<file path="src/rtl/mux_tree_pipe.sv">
// Pipelined 2**SEL_W : 1 multiplexer tree for the arbiter-PUF response path.
// The tree is built from 4:1 levels (the last level is 2:1 when SEL_W is odd),
// with one register stage per level and valid/ready flow control. A built-in
// scan sequencer sweeps inputs 0..N-1 so a whole response word can be read
// out without sequencing the select externally.
module mux_tree_pipe #(
  parameter int SEL_W  = 4,
  parameter int DATA_W = 1
) (
  input  logic                            CLK,
  input  logic                            RST,
  input  logic [(2**SEL_W)*DATA_W-1:0]    I,
  input  logic [SEL_W-1:0]                S,
  input  logic                            IN_VALID,
  output logic                            IN_READY,
  input  logic                            SCAN_START,
  output logic                            SCAN_BUSY,
  output logic [DATA_W-1:0]               O,
  output logic [SEL_W-1:0]                O_SEL,
  output logic                            O_VALID,
  input  logic                            O_READY
);

  localparam int N      = 2**SEL_W;
  localparam int LEVELS = (SEL_W + 1) / 2;

  localparam logic [0:0] IDLE = 1'b0;
  localparam logic [0:0] SCAN = 1'b1;

  // Reject unsupported geometries at elaboration time.
  if (SEL_W < 1 || SEL_W > 8 || DATA_W < 1) begin : g_bad_params
    $error("mux_tree_pipe: SEL_W must be 1..8 and DATA_W must be >= 1");
  end

  logic [0:0]       state;
  logic [SEL_W-1:0] cnt;
  logic             en;
  logic             accept;
  logic             issue;
  logic [SEL_W-1:0] issue_sel;

  // The whole pipeline moves together: it advances whenever the output
  // register is empty or being drained, so no item is ever dropped or repeated.
  assign en        = !O_VALID || O_READY;
  assign IN_READY  = en && (state == IDLE) && !SCAN_START;
  assign accept    = IN_VALID && IN_READY;
  assign issue     = accept || ((state == SCAN) && en);
  assign issue_sel = (state == SCAN) ? cnt : S;
  assign SCAN_BUSY = (state == SCAN);

  // Scan sequencer: issues selects 0..N-1 on every enabled cycle, then idles.
  // NOTE: sequential state is always written with <= so every flop samples
  // the pre-edge values of its neighbours, independent of statement order.
  always_ff @(posedge CLK) begin
    if (RST) begin
      state <= IDLE;
      cnt   <= '0;
    end else if (state == IDLE) begin
      if (SCAN_START) begin
        state <= SCAN;
        cnt   <= '0;
      end
    end else if (en) begin
      if (cnt == SEL_W'(N - 1)) begin
        state <= IDLE;
        cnt   <= '0;
      end else begin
        cnt <= cnt + 1'b1;
      end
    end
  end

  for (genvar j = 0; j < LEVELS; j++) begin : g_lvl
    localparam int IN_W  = SEL_W - 2*j;              // select bits still unresolved
    localparam int RB    = (IN_W >= 2) ? 2 : 1;      // bits resolved at this level
    localparam int IN_N  = 2**IN_W;
    localparam int OUT_N = 2**(IN_W - RB);

    logic [IN_N*DATA_W-1:0]  din;
    logic [SEL_W-1:0]        sel_in;
    logic                    vld_in;
    logic [OUT_N*DATA_W-1:0] dout_c;
    logic [OUT_N*DATA_W-1:0] dout_q;
    logic [SEL_W-1:0]        sel_q;
    logic                    vld_q;

    if (j == 0) begin : g_head
      // I is only looked at here, in the cycle the item enters the tree.
      assign din    = I;
      assign sel_in = issue_sel;
      assign vld_in = issue;
    end else begin : g_link
      assign din    = g_lvl[j-1].dout_q;
      assign sel_in = g_lvl[j-1].sel_q;
      assign vld_in = g_lvl[j-1].vld_q;
    end

    // One 2**RB:1 mux per output group, steered by this level's select bits.
    // NOTE: the default assignment first keeps this block purely combinational.
    always_comb begin
      dout_c = '0;
      for (int k = 0; k < OUT_N; k++) begin
        dout_c[k*DATA_W +: DATA_W] =
          din[(k*(2**RB) + int'(sel_in[2*j +: RB]))*DATA_W +: DATA_W];
      end
    end

    // Stage register: valid follows the pipeline; payload only loads with a
    // real item, so O/O_SEL keep the last delivered value across bubbles.
    // NOTE: the payload is reset too, because O and O_SEL must read zero
    // straight after reset rather than whatever the flops powered up with.
    always_ff @(posedge CLK) begin
      if (RST) begin
        vld_q  <= 1'b0;
        sel_q  <= '0;
        dout_q <= '0;
      end else if (en) begin
        vld_q <= vld_in;
        if (vld_in) begin
          sel_q  <= sel_in;
          dout_q <= dout_c;
        end
      end
    end
  end

  assign O       = g_lvl[LEVELS-1].dout_q;
  assign O_SEL   = g_lvl[LEVELS-1].sel_q;
  assign O_VALID = g_lvl[LEVELS-1].vld_q;

endmodule

</file>
<file path="config.mk">
export PLATFORM = sky130hd
export DESIGN_NAME = mux_tree_pipe
export DESIGN_NICKNAME = d
export VERILOG_FILES = /design/src/rtl/mux_tree_pipe.sv
export SDC_FILE = /design/constraint.sdc
export NUM_CORES = 1
export LEC_CHECK = 0
export CORE_AREA = 2 2 57 45
export CTS_BUF_LIST = sky130_fd_sc_hd__clkbuf_4 sky130_fd_sc_hd__clkbuf_8
export CTS_CLUSTER_DIAMETER = 40
export CTS_CLUSTER_SIZE = 25
export DETAILED_ROUTE_END_ITERATION = 7
export DIE_AREA = 0 0 59 47
export HOLD_SLACK_MARGIN = 0.08
export PLACE_DENSITY = 0.77
export SKIP_LAST_GASP = 1
export SYNTH_ARGS = -nofsm -noshare
export SYNTH_HDL_FRONTEND = slang
export SYNTH_SLANG_ARGS = --single-unit
</file>
<file path="constraint.sdc">
create_clock -name CLK -period 2.3 [get_ports CLK]
set_input_delay 0.69 -clock CLK [delete_from_list [all_inputs] [get_ports CLK]]
set_output_delay 0.69 -clock CLK [all_outputs]
set_load 0.03 [all_outputs]
</file>
==> metrics.md <==
| Metric | Value |
|---|---|
| R2r setup slk | 590 ps |
| Worst slack at placement | -34.1 ps |
| Nets | 162 |
| Worst skew pair latency | 300 ps |
| Placed cell areas | 1320 sq um |
| Min-Delay Path Class | flop to flop |
| CP max stage delay | 470 ps |
| Placed cell count | 156 |
| Sequential share of the synthesized area | 42.0% |
| First-pass GRT wire length | 3350 um |
| Clock buffer depth | 2 |
| Setup Buffers After CTS | 0 |
| Final worst slack | 70.6 ps |
| Clock transition at path regs | 110 ps |
| Yosys top cell by area | dfxtp_1 |
| Diodes inserted | 0 |
| Fin crit period | 2230 ps |
| Mapped cell area | 952 sq um |
| Initial core utilization | 43.0% |
| Crit Path Category | input pin to primary output |
| Post_cts resized | 0 |
| Die area | 2770 sq um |
| Post-CTS Hold Fix Bufs | 0 |
| Die H | 47 um |
| Worst EP required | 1610 ps |
| Worst setup SP type | input pin |
| Clk_skew | 5.42 ps |
| Peak Freq | 449 MHz |
| Slew headroom | 77.5% |
| Distinct cells, synth | 22 |
| Residual overflow from global routing | 0 |
| Syn Inst Count | 100 |
| Pin count of the biggest net entering global routing | 21 |
| DRC Markers | 0 |
| Pwr dens | 626 nW/um^2 |
| Area Overhead vs Synth | 44.4% |
| Leak | 0.512 nW |
| First-pass detailed-route iteration total | 4 |
| WHS | 461 ps |
| Status | finished clean |
| Worst slew pin tran | 337 ps |
| Unrepaired setup endpoints after global routing | no |
| CP max stage cell | clkdlybuf4s50_1 |
| Tcrit/Tclk final | 96.9% |
| Htree depth | 1 |
| Clock tree root driver cell | clkbuf_4 |
| Crit path from | O_READY |
| CTS tree | built |
| Final Hold Vio Count | 0 |
| End-of-flow core utilization | 62.1% |
| Worst vdd ir | 0.383 mV |
| Reg2reg path depth | 4 |
| Routed vias | 847 |
| Setup Viol. Count Final | 0 |
| Num ports | 33 |
| Core footprint | 2210 sq um |
| RR Endpoint | g_lvl[0].dout_q[3] |
| GRT Total Usage | 16.8% |
| Vias in the first global route | 776 |
| Clk sinks | 20 |
| Crit end category | primary output |
| Post-synthesis register bit count | 20 |
| Layout cells sized above 1 | 14.1% |
| Syn_nets | 126 |
| Routed WL | 2130 um |
| Row count | 15 |
| Vias per Instance | 5.29 |
| Post-route ant nets | 0 |
| CTS buffer count | 3 |
| Post-detail-place hpwl | 1720 um |
| Width of the chip | 59 um |
| Routed wire per std cell | 13.3 um |
| Port Buffer Count | 32 |
| Final slew viol count | 0 |
| Final Instance Area | 1380 sq um |
| CP cell instances | clkdlybuf4s50_1 -> nor2b_1 -> nor3_1 -> buf_4 |
| Critical-path maximum fanout | 2 |
| Synth top area cells | dfxtp_1 (42%), mux4_2 (12%), mux2i_1 (7.4%) |
| Syn Area/Cell | 9.52 sq um |
| Max_cap viols | 0 |
| End of the critical path | IN_READY |
| Initial antenna violation count | 0 |
| Launch point of the worst reg-to-reg path | SCAN_BUSY |
| Yosys warnings | 0 |
| Worst EP arrival | 1540 ps |
| GPL Wtd Cong | 0.770 |
| Fin cells | 160 |
| Initial DRC count | 31 |
| Yosys top cell area share | 42.0% |
| Min-delay src | O_SEL[2] |
## critical path, delay by kind of cell
family	cells	cell delay (ps)
and+or+nand+nor	2	190
buffers and inverters	2	660
## cells in the final DEF (no fill, tap or decap), types with 4 or more instances in the layout
cell type	netlist	layout
nand3_1	9	9
mux4_2	5	5
clkdlybuf4s50_1	0	31
a21oi_1	10	10
mux2i_1	7	7
nand2_1	7	7
dfxtp_1	20	20
a211oi_1	4	4
nor2_1	15	15
nor3_1	5	5
buf_4	0	6
## worst min-delay path by stage
stage	to	depth (start not counted)	slack [ps]
2_1_floorplan	O_SEL[0]	2	440
6_report	O_SEL[2]	2	460
3_5_place_dp	O_SEL[2]	2	450
3_3_place_gp	O_SEL[0]	2	440
5_1_grt	O_SEL[3]	2	490
4_1_cts	O_SEL[2]	2	460
## synthesized netlist by cell type
master and n:
a211oi_1 4, a21oi_1 10, a21oi_2 1, a311oi_1 1
buf_2 1, buf_6 1, clkbuf_1 4, clkbuf_2 1
dfxtp_1 20, ha_1 1, inv_1 1, mux2_2 1
mux2i_1 7, mux2i_4 1, mux4_2 5, nand2_1 7
nand2b_1 3, nand3_1 9, nor2_1 15, nor2b_1 1
nor3_1 5, nor3b_1 1
## stage by stage
step | power, mW | setup TNS, ps
finish | 0.861 | 0
global route | 0.901 | 0
CTS | 0.866 | 0
detailed placement | 0.585 | -56.8
global placement | 0.578 | 0
floorplan | 0.500 | 0
## logic make-up after synthesis
kind of cell | synth area share, %
adder cells (fa/ha/maj) | 1.31
multiplexers | 22.7
AO/OA/AOI/OAI | 10.3
AND/OR/NAND/NOR | 19.4
flip-flops | 42.0
buffers and inverters | 4.20
## state kept, by name, summed over array words and instances (netlist names)
register,count
O,1
g_lvl.dout_q,4
SCAN_BUSY,1
g_lvl.vld_q,1
cnt,4
O_SEL,4
g_lvl.sel_q,4
O_VALID,1
## metal layers
| metal | up-vias | part of all wire, % | GRT usage (%) |
|---|---|---|---|
| li1 | 425 | - | - |
| met1 | 388 | 43 | 20.5 |
| met2 | 32 | 50 | 30.0 |
| met3 | 2 | 6.5 | 4.96 |
| met4 | 0 | 0.56 | 4.09 |
| met5 | - | 0 | 0 |
## power by group
group	switching (mW)	total [mW]	internal, mW
clock	0.108	0.284	0.176
combinational	0.0789	0.189	0.110
sequential	0.0187	0.388	0.370
## layout make-up
type                       instances  area [sq um]
fill                             195           840
multi-input combinational         72           512
sequential                        20           400
timing repair buffer              38           375
tap                               25          31.3
clock inverter                     1          30.0
clock buffer                       3          22.5
inverter                           1          3.75
Note: power is estimated with default switching activity, not from simulation.
==> RTL change 1, RTL diff (same settings) <==
The parameter `SEL_W` goes from 4 to 3. Comments in the files are not updated.
--- a/src/rtl/mux_tree_pipe.sv
+++ b/src/rtl/mux_tree_pipe.sv
@@ -5,5 +5,5 @@
 // out without sequencing the select externally.
 module mux_tree_pipe #(
-  parameter int SEL_W  = 4,
+  parameter int SEL_W  = 3,
   parameter int DATA_W = 1
 ) (
Ports: changed (resized I, O_SEL and S); port bits go from 33 to 23. No check against the original RTL was run, so the function may have changed too.
==> RTL change 1 against the unedited design <==
- wire length fell by 34%
- critical path depth unchanged
- register-to-register slack improved by 0.11 ns
- hold slack got worse by 0.0014 ns
- area after synthesis fell by 28%
- setup slack got worse by 0.012 ns
- sequential power is 26% lower
- sequential cell count fell by 5
- clock skew down 0.0048 ns
- power is 35% lower
- final area down 30%
- first-iteration DRC count shrank 68%
- critical endpoint unchanged
- largest cell class unchanged
==> RTL change 1: results (changes against the unedited design) <==
| Metric | Value |
|---|---|
| Async SR Flop Fraction | `0% (unchanged)` |
| Sequential area share after synthesis | `43.6% (+1.6 points)` |
| Post-Syn Nets | `87 (-31%)` |
| FF-to-FF path depth | `5 (+1)` |
| GRT Util Overall | `11.7% (-5.1 points)` |
| Share of layout cells above drive strength 1 | `14.0% (-0.096 points)` |
| Main area contributors after synthesis | `dfxtp_1, mux2i_1, mux4_2, nor2_1, a21oi_1` |
| Mux cell area share after synthesis | `20.5% (-2.2 points)` |
| Vias in the first global route | `544 (-30%)` |
| Yosys top cell area share | `43.6% (+1.6 points)` |
| Post-DP HPWL | `1120 um (-35%)` |
| ClkCell Share | `2.88% (-0.95 points)` |
| Relative slew slack | `63.8% (-14 points)` |
| Reg2reg setup slack | `0.70 ns (+0.11 ns)` |
| Signal buffers share of area | `24.3% (-3.0 points)` |
| Min-delay src | `O_SEL[1]` |
| Hold EP | `O_SEL[1]` |
| Routed WL per cell | `11.9 um (-11%)` |
| IO Port Bufs | `22 (-31%)` |
| CTS buffer count | `3 (unchanged)` |
| Syn Std Cell Area | `688 um^2 (-28%)` |
| Most instantiated cells after synthesis | `dfxtp_1, nor2_1, mux2i_1` |
| First-pass GRT wire length | `2320 um (-31%)` |
| Nonclk buf count | `24 (-37%)` |
| Placement-stage cell area | `930 um^2 (-30%)` |
| LEAKAGE | `0.374 nW (-27%)` |
| Mapped Cells | `69 (-31%)` |
| Largest net degree at the start of global routing | `16 (-24%)` |
| CP max stage delay | `0.48 ns` |
| Worst slack on hold paths | `0.460 ns (-0.00143 ns)` |
| Nets | `112 (-31%)` |
| Reg clk slew, reported paths | `0.09 ns (-0.02 ns)` |
| CTS Buffer Depth | `2 (unchanged)` |
| Worst R2R End | `g_lvl[0].dout_q[0]` |
| Post-Synth Adder-Cell Area | `3.64% (+2.3 points)` |
| Pre-antenna DRT Iters | `6 (+2)` |
| Dpl ws | `0.0789 ns (+0.113 ns)` |
| Compound-Gate Fraction of Synth Area | `13.3% (+3.0 points)` |
| Routability cong. | `0.704 (-8.5%)` |
| Cell Pwr Density | `589 nW/um^2 (-6.0%)` |
| Status | `completed` |
| Filler Cell Count | `224 (+15%)` |
| Worst-skew pair later-pin latency | `0.28 ns (-0.02 ns)` |
| Multi-input gates | `49 (-32%)` |
| Multi-input combinational area share | `37.8% (+0.56 points)` |
| Via count | `579 (-32%)` |
| IR drop worst, VDD | `178 uV (-53%)` |
| Fraction of area in registers | `31.4% (+2.3 points)` |
| DR iter-0 viols | `10 (-68%)` |
| Final worst path period share | `97.4% (+0.51 points)` |
| Number of synthesized register bits | `15 (-25%)` |
| Setup Skew | `0.000628 ns (-0.00479 ns)` |
==> RTL change 1: changes by cell type after synthesis, moves of 3 or more <==
| cell | change |
|---|---|
| nand3_1 | -6 |
| a21oi_1 | -5 |
| dfxtp_1 | -5 |
| a211oi_1 | -3 |
| mux4_2 | -3 |
| nand2_1 | -3 |
| nor2_1 | -3 |
| nor3_1 | -3 |
==> RTL change 1: metal layers <==
| layer | part of all wire, % | track usage [%] | vias up | routed length, um |
|---|---|---|---|---|
| li1 | - | - | 292 | - |
| met1 | 48 | 13.8 | 260 | 670 |
| met2 | 42 | 19.1 | 25 | 593 |
| met3 | 8.8 | 4.68 | 2 | 124 |
| met4 | 1.0 | 5.45 | 0 | 14 |
| met5 | 0 | 0 | - | 0 |
==> RTL change 1: where the power goes <==
part / leakage [nW] / switching (mW) / internal [mW]
Clock: 0.0177 / 0.0845 / 0.0646
Sequential: 0.123 / 0.0119 / 0.276
Combinational: 0.233 / 0.0567 / 0.0693
Total: 0.374 / 0.153 / 0.410
==> RTL change 2, RTL diff (same flow settings) <==
Without the edit above. Make the reset (`RST`) asynchronous in 2 clocked blocks.
--- a/src/rtl/mux_tree_pipe.sv
+++ b/src/rtl/mux_tree_pipe.sv
@@ -52,5 +52,5 @@
   // NOTE: sequential state is always written with <= so every flop samples
   // the pre-edge values of its neighbours, independent of statement order.
-  always_ff @(posedge CLK) begin
+  always_ff @(posedge CLK or posedge RST) begin
     if (RST) begin
       state <= IDLE;
@@ -110,5 +110,5 @@
     // NOTE: the payload is reset too, because O and O_SEL must read zero
     // straight after reset rather than whatever the flops powered up with.
-    always_ff @(posedge CLK) begin
+    always_ff @(posedge CLK or posedge RST) begin
       if (RST) begin
         vld_q  <= 1'b0;
Behaviour: differs if RST is asserted again (counterexample within 4 cycles, from zero or initial values and one cycle with RST high); with RST held inactive, the same outputs for 10 cycles.
==> RTL change 2 against the unedited design <==
- wire length increased by 4.3%
- critical path depth decreased by 1
- final area grew 7.1%
- clock skew rose by 0.0011 ns
- sequential cell count unchanged
- fmax rose by 3.4%
- die area unchanged
- global-route usage up 0.51 points
- final cell count decreased by 0.63%
- critical endpoint unchanged
- register-to-register slack improved by 0.08 ns
- critical path type unchanged
- highest routed layer is now met3
- area after synthesis up 8.8%
- setup slack gained 0.073 ns
Power is not compared: it rests on default switching activity, and its combinational part moved more than twofold at a synthesized area within 25%.
==> RTL change 2: results (changes against the unedited design) <==
| Metric | Value |
|---|---|
| Status | `completed` |
| Most instantiated cells after synthesis | `dfrtp_1, nand2_1, mux2i_1` |
| Reg clk slew, reported paths | `0.12 ns` |
| Die area | `2770 um^2 (unchanged)` |
| Post-DP HPWL | `1790 um (+3.8%)` |
| Arr. time, crit path | `1.47 ns (-0.07 ns)` |
| Switch Pwr | `0.594 mW` |
| Antenna violation net count after detailed routing | `0 (unchanged)` |
| H-Tree Depth | `1 (unchanged)` |
| Worst-skew pair later-pin latency | `0.30 ns (about the same)` |
| Yosys warnings | `0 (unchanged)` |
| Via count | `865 (+2.1%)` |
| IO Port Bufs | `32 (unchanged)` |
| Routability cong. | `0.857 (+11%)` |
| First-pass GRT wire length | `3520 um (+5.2%)` |
| Pre-antenna DRT Iters | `4 (unchanged)` |
| CTS root buffer | `clkbuf_4` |
| IR drop worst, VDD | `705 uV` |
| Vias in the first global route | `794 (+2.3%)` |
| Initial antenna violation count | `0 (unchanged)` |
| DRT Wirelength | `2230 um (+4.3%)` |
| Sequential area share after synthesis | `48.3% (+6.3 points)` |
| Largest net degree at the start of global routing | `21 (unchanged)` |
| # diodes | `0 (unchanged)` |
| Worst Tran Pin Value | `0.471 ns (+0.134 ns)` |
| Setup Skew | `0.00653 ns (+0.00111 ns)` |
| Post-Syn Nets | `120 (-4.8%)` |
| Final setup vio count | `0 (unchanged)` |
| Worst hold-check path type | `reg -> reg` |
| GRT Util Overall | `17.3% (+0.51 points)` |
| CTS buffer count | `3 (unchanged)` |
| Sequential Power Share | `37.9%` |
| Post-synthesis cell type count | `29 (+32%)` |
| Share of layout cells above drive strength 1 | `17.2% (+3.1 points)` |
| Nets | `161 (-0.62%)` |
| CTS Buffer Depth | `2 (unchanged)` |
| Main area contributors after synthesis | `dfrtp_1, mux2i_1, mux2_2, nand2_1, o21ai_0` |
| LEAKAGE | `0.679 nW` |
| Async SR Flop Fraction | `100% (+100 points)` |
| Crit-path max FO | `2 (unchanged)` |
| DR iter-0 viols | `28 (-9.7%)` |
[RTL change 2: cells by family (layout without fill, tap and decap cells)]
kind of cell	count (synthesis)	count (layout)	synth area share, %
AO/OA/AOI/OAI	20	20	13.0
adder cells (fa/ha/maj)	1	1	1.21
buffers and inverters	7	47	3.74
flip-flops	20	20	48.3
multiplexers	19	19	21.5
AND/OR/NAND/NOR	27	27	12.2
[RTL change 2: per-layer routing]
metal	wire length (um)	global-route usage, %
met1	1020	22.4
met2	1070	29.6
met3	143	6.34
met4	0	1.82
met5	0	0
[RTL change 2: path summary, 6_finish.rpt]
path | cells after the start | slack, ns | from | to
min in group asynchronous | 3 | 0.69 | RST | O_SEL[2]
worst max-delay path | 3 | 0.14 | SCAN_START | IN_READY
worst min-delay path | 2 | 0.50 | g_lvl[0].sel_q[1] | g_lvl[0].sel_q[1]
max in group asynchronous | 3 | 1.39 | RST | g_lvl[0].dout_q[2]
worst min register to register | 2 | 0.50 | g_lvl[0].sel_q[1] | g_lvl[0].sel_q[1]
worst max register to register | 4 | 0.67 | SCAN_BUSY | g_lvl[0].dout_q[0]
[RTL change 2: power by group through the flow]
stage / logic (mW) / registers, mW / clock network [mW]
finish: 0.749 / 0.633 / 0.286
global route: 0.815 / 0.655 / 0.313
CTS: 0.757 / 0.631 / 0.293
detailed placement: 0.758 / 0.636 / 0
global placement: 0.731 / 0.629 / 0
floorplan: 0.422 / 0.700 / 0
[RTL change 2: final cells by class]
| type | count | area (um^2) |
|---|---|---|
| fill | 183 | 742 |
| sequential | 20 | 500 |
| multi-input combinational | 67 | 497 |
| timing repair buffer | 40 | 380 |
| tap | 25 | 31.3 |
| clock inverter | 1 | 30.0 |
| clock buffer | 3 | 22.5 |
| inverter | 3 | 11.3 |
[RTL change 2: stage by stage]
stage,instances,total power [mW],area (um^2),util (%),setup slack (ns)
floorplan,94,1.12,1040,-,0.0136
global placement,155,1.36,1420,64.0,0.0738
detailed placement,155,1.39,1420,64.0,0.0686
CTS,159,1.68,1470,66.4,0.0598
global route,159,1.78,1470,66.5,0.0885
finish,159,1.67,1470,66.5,0.144
[RTL change 2: what timing repair did]
item,in CTS,in global routing
endpoints found under the setup margin,0,1
gates resized for setup,0,1
hold buffers,0,0
setup buffers,0,0
[RTL change 2: worst max-delay path: stages]
cell and delay, ns:
clkdlybuf4s50_1 0.44, nor3_1 0.15, buf_4 0.18
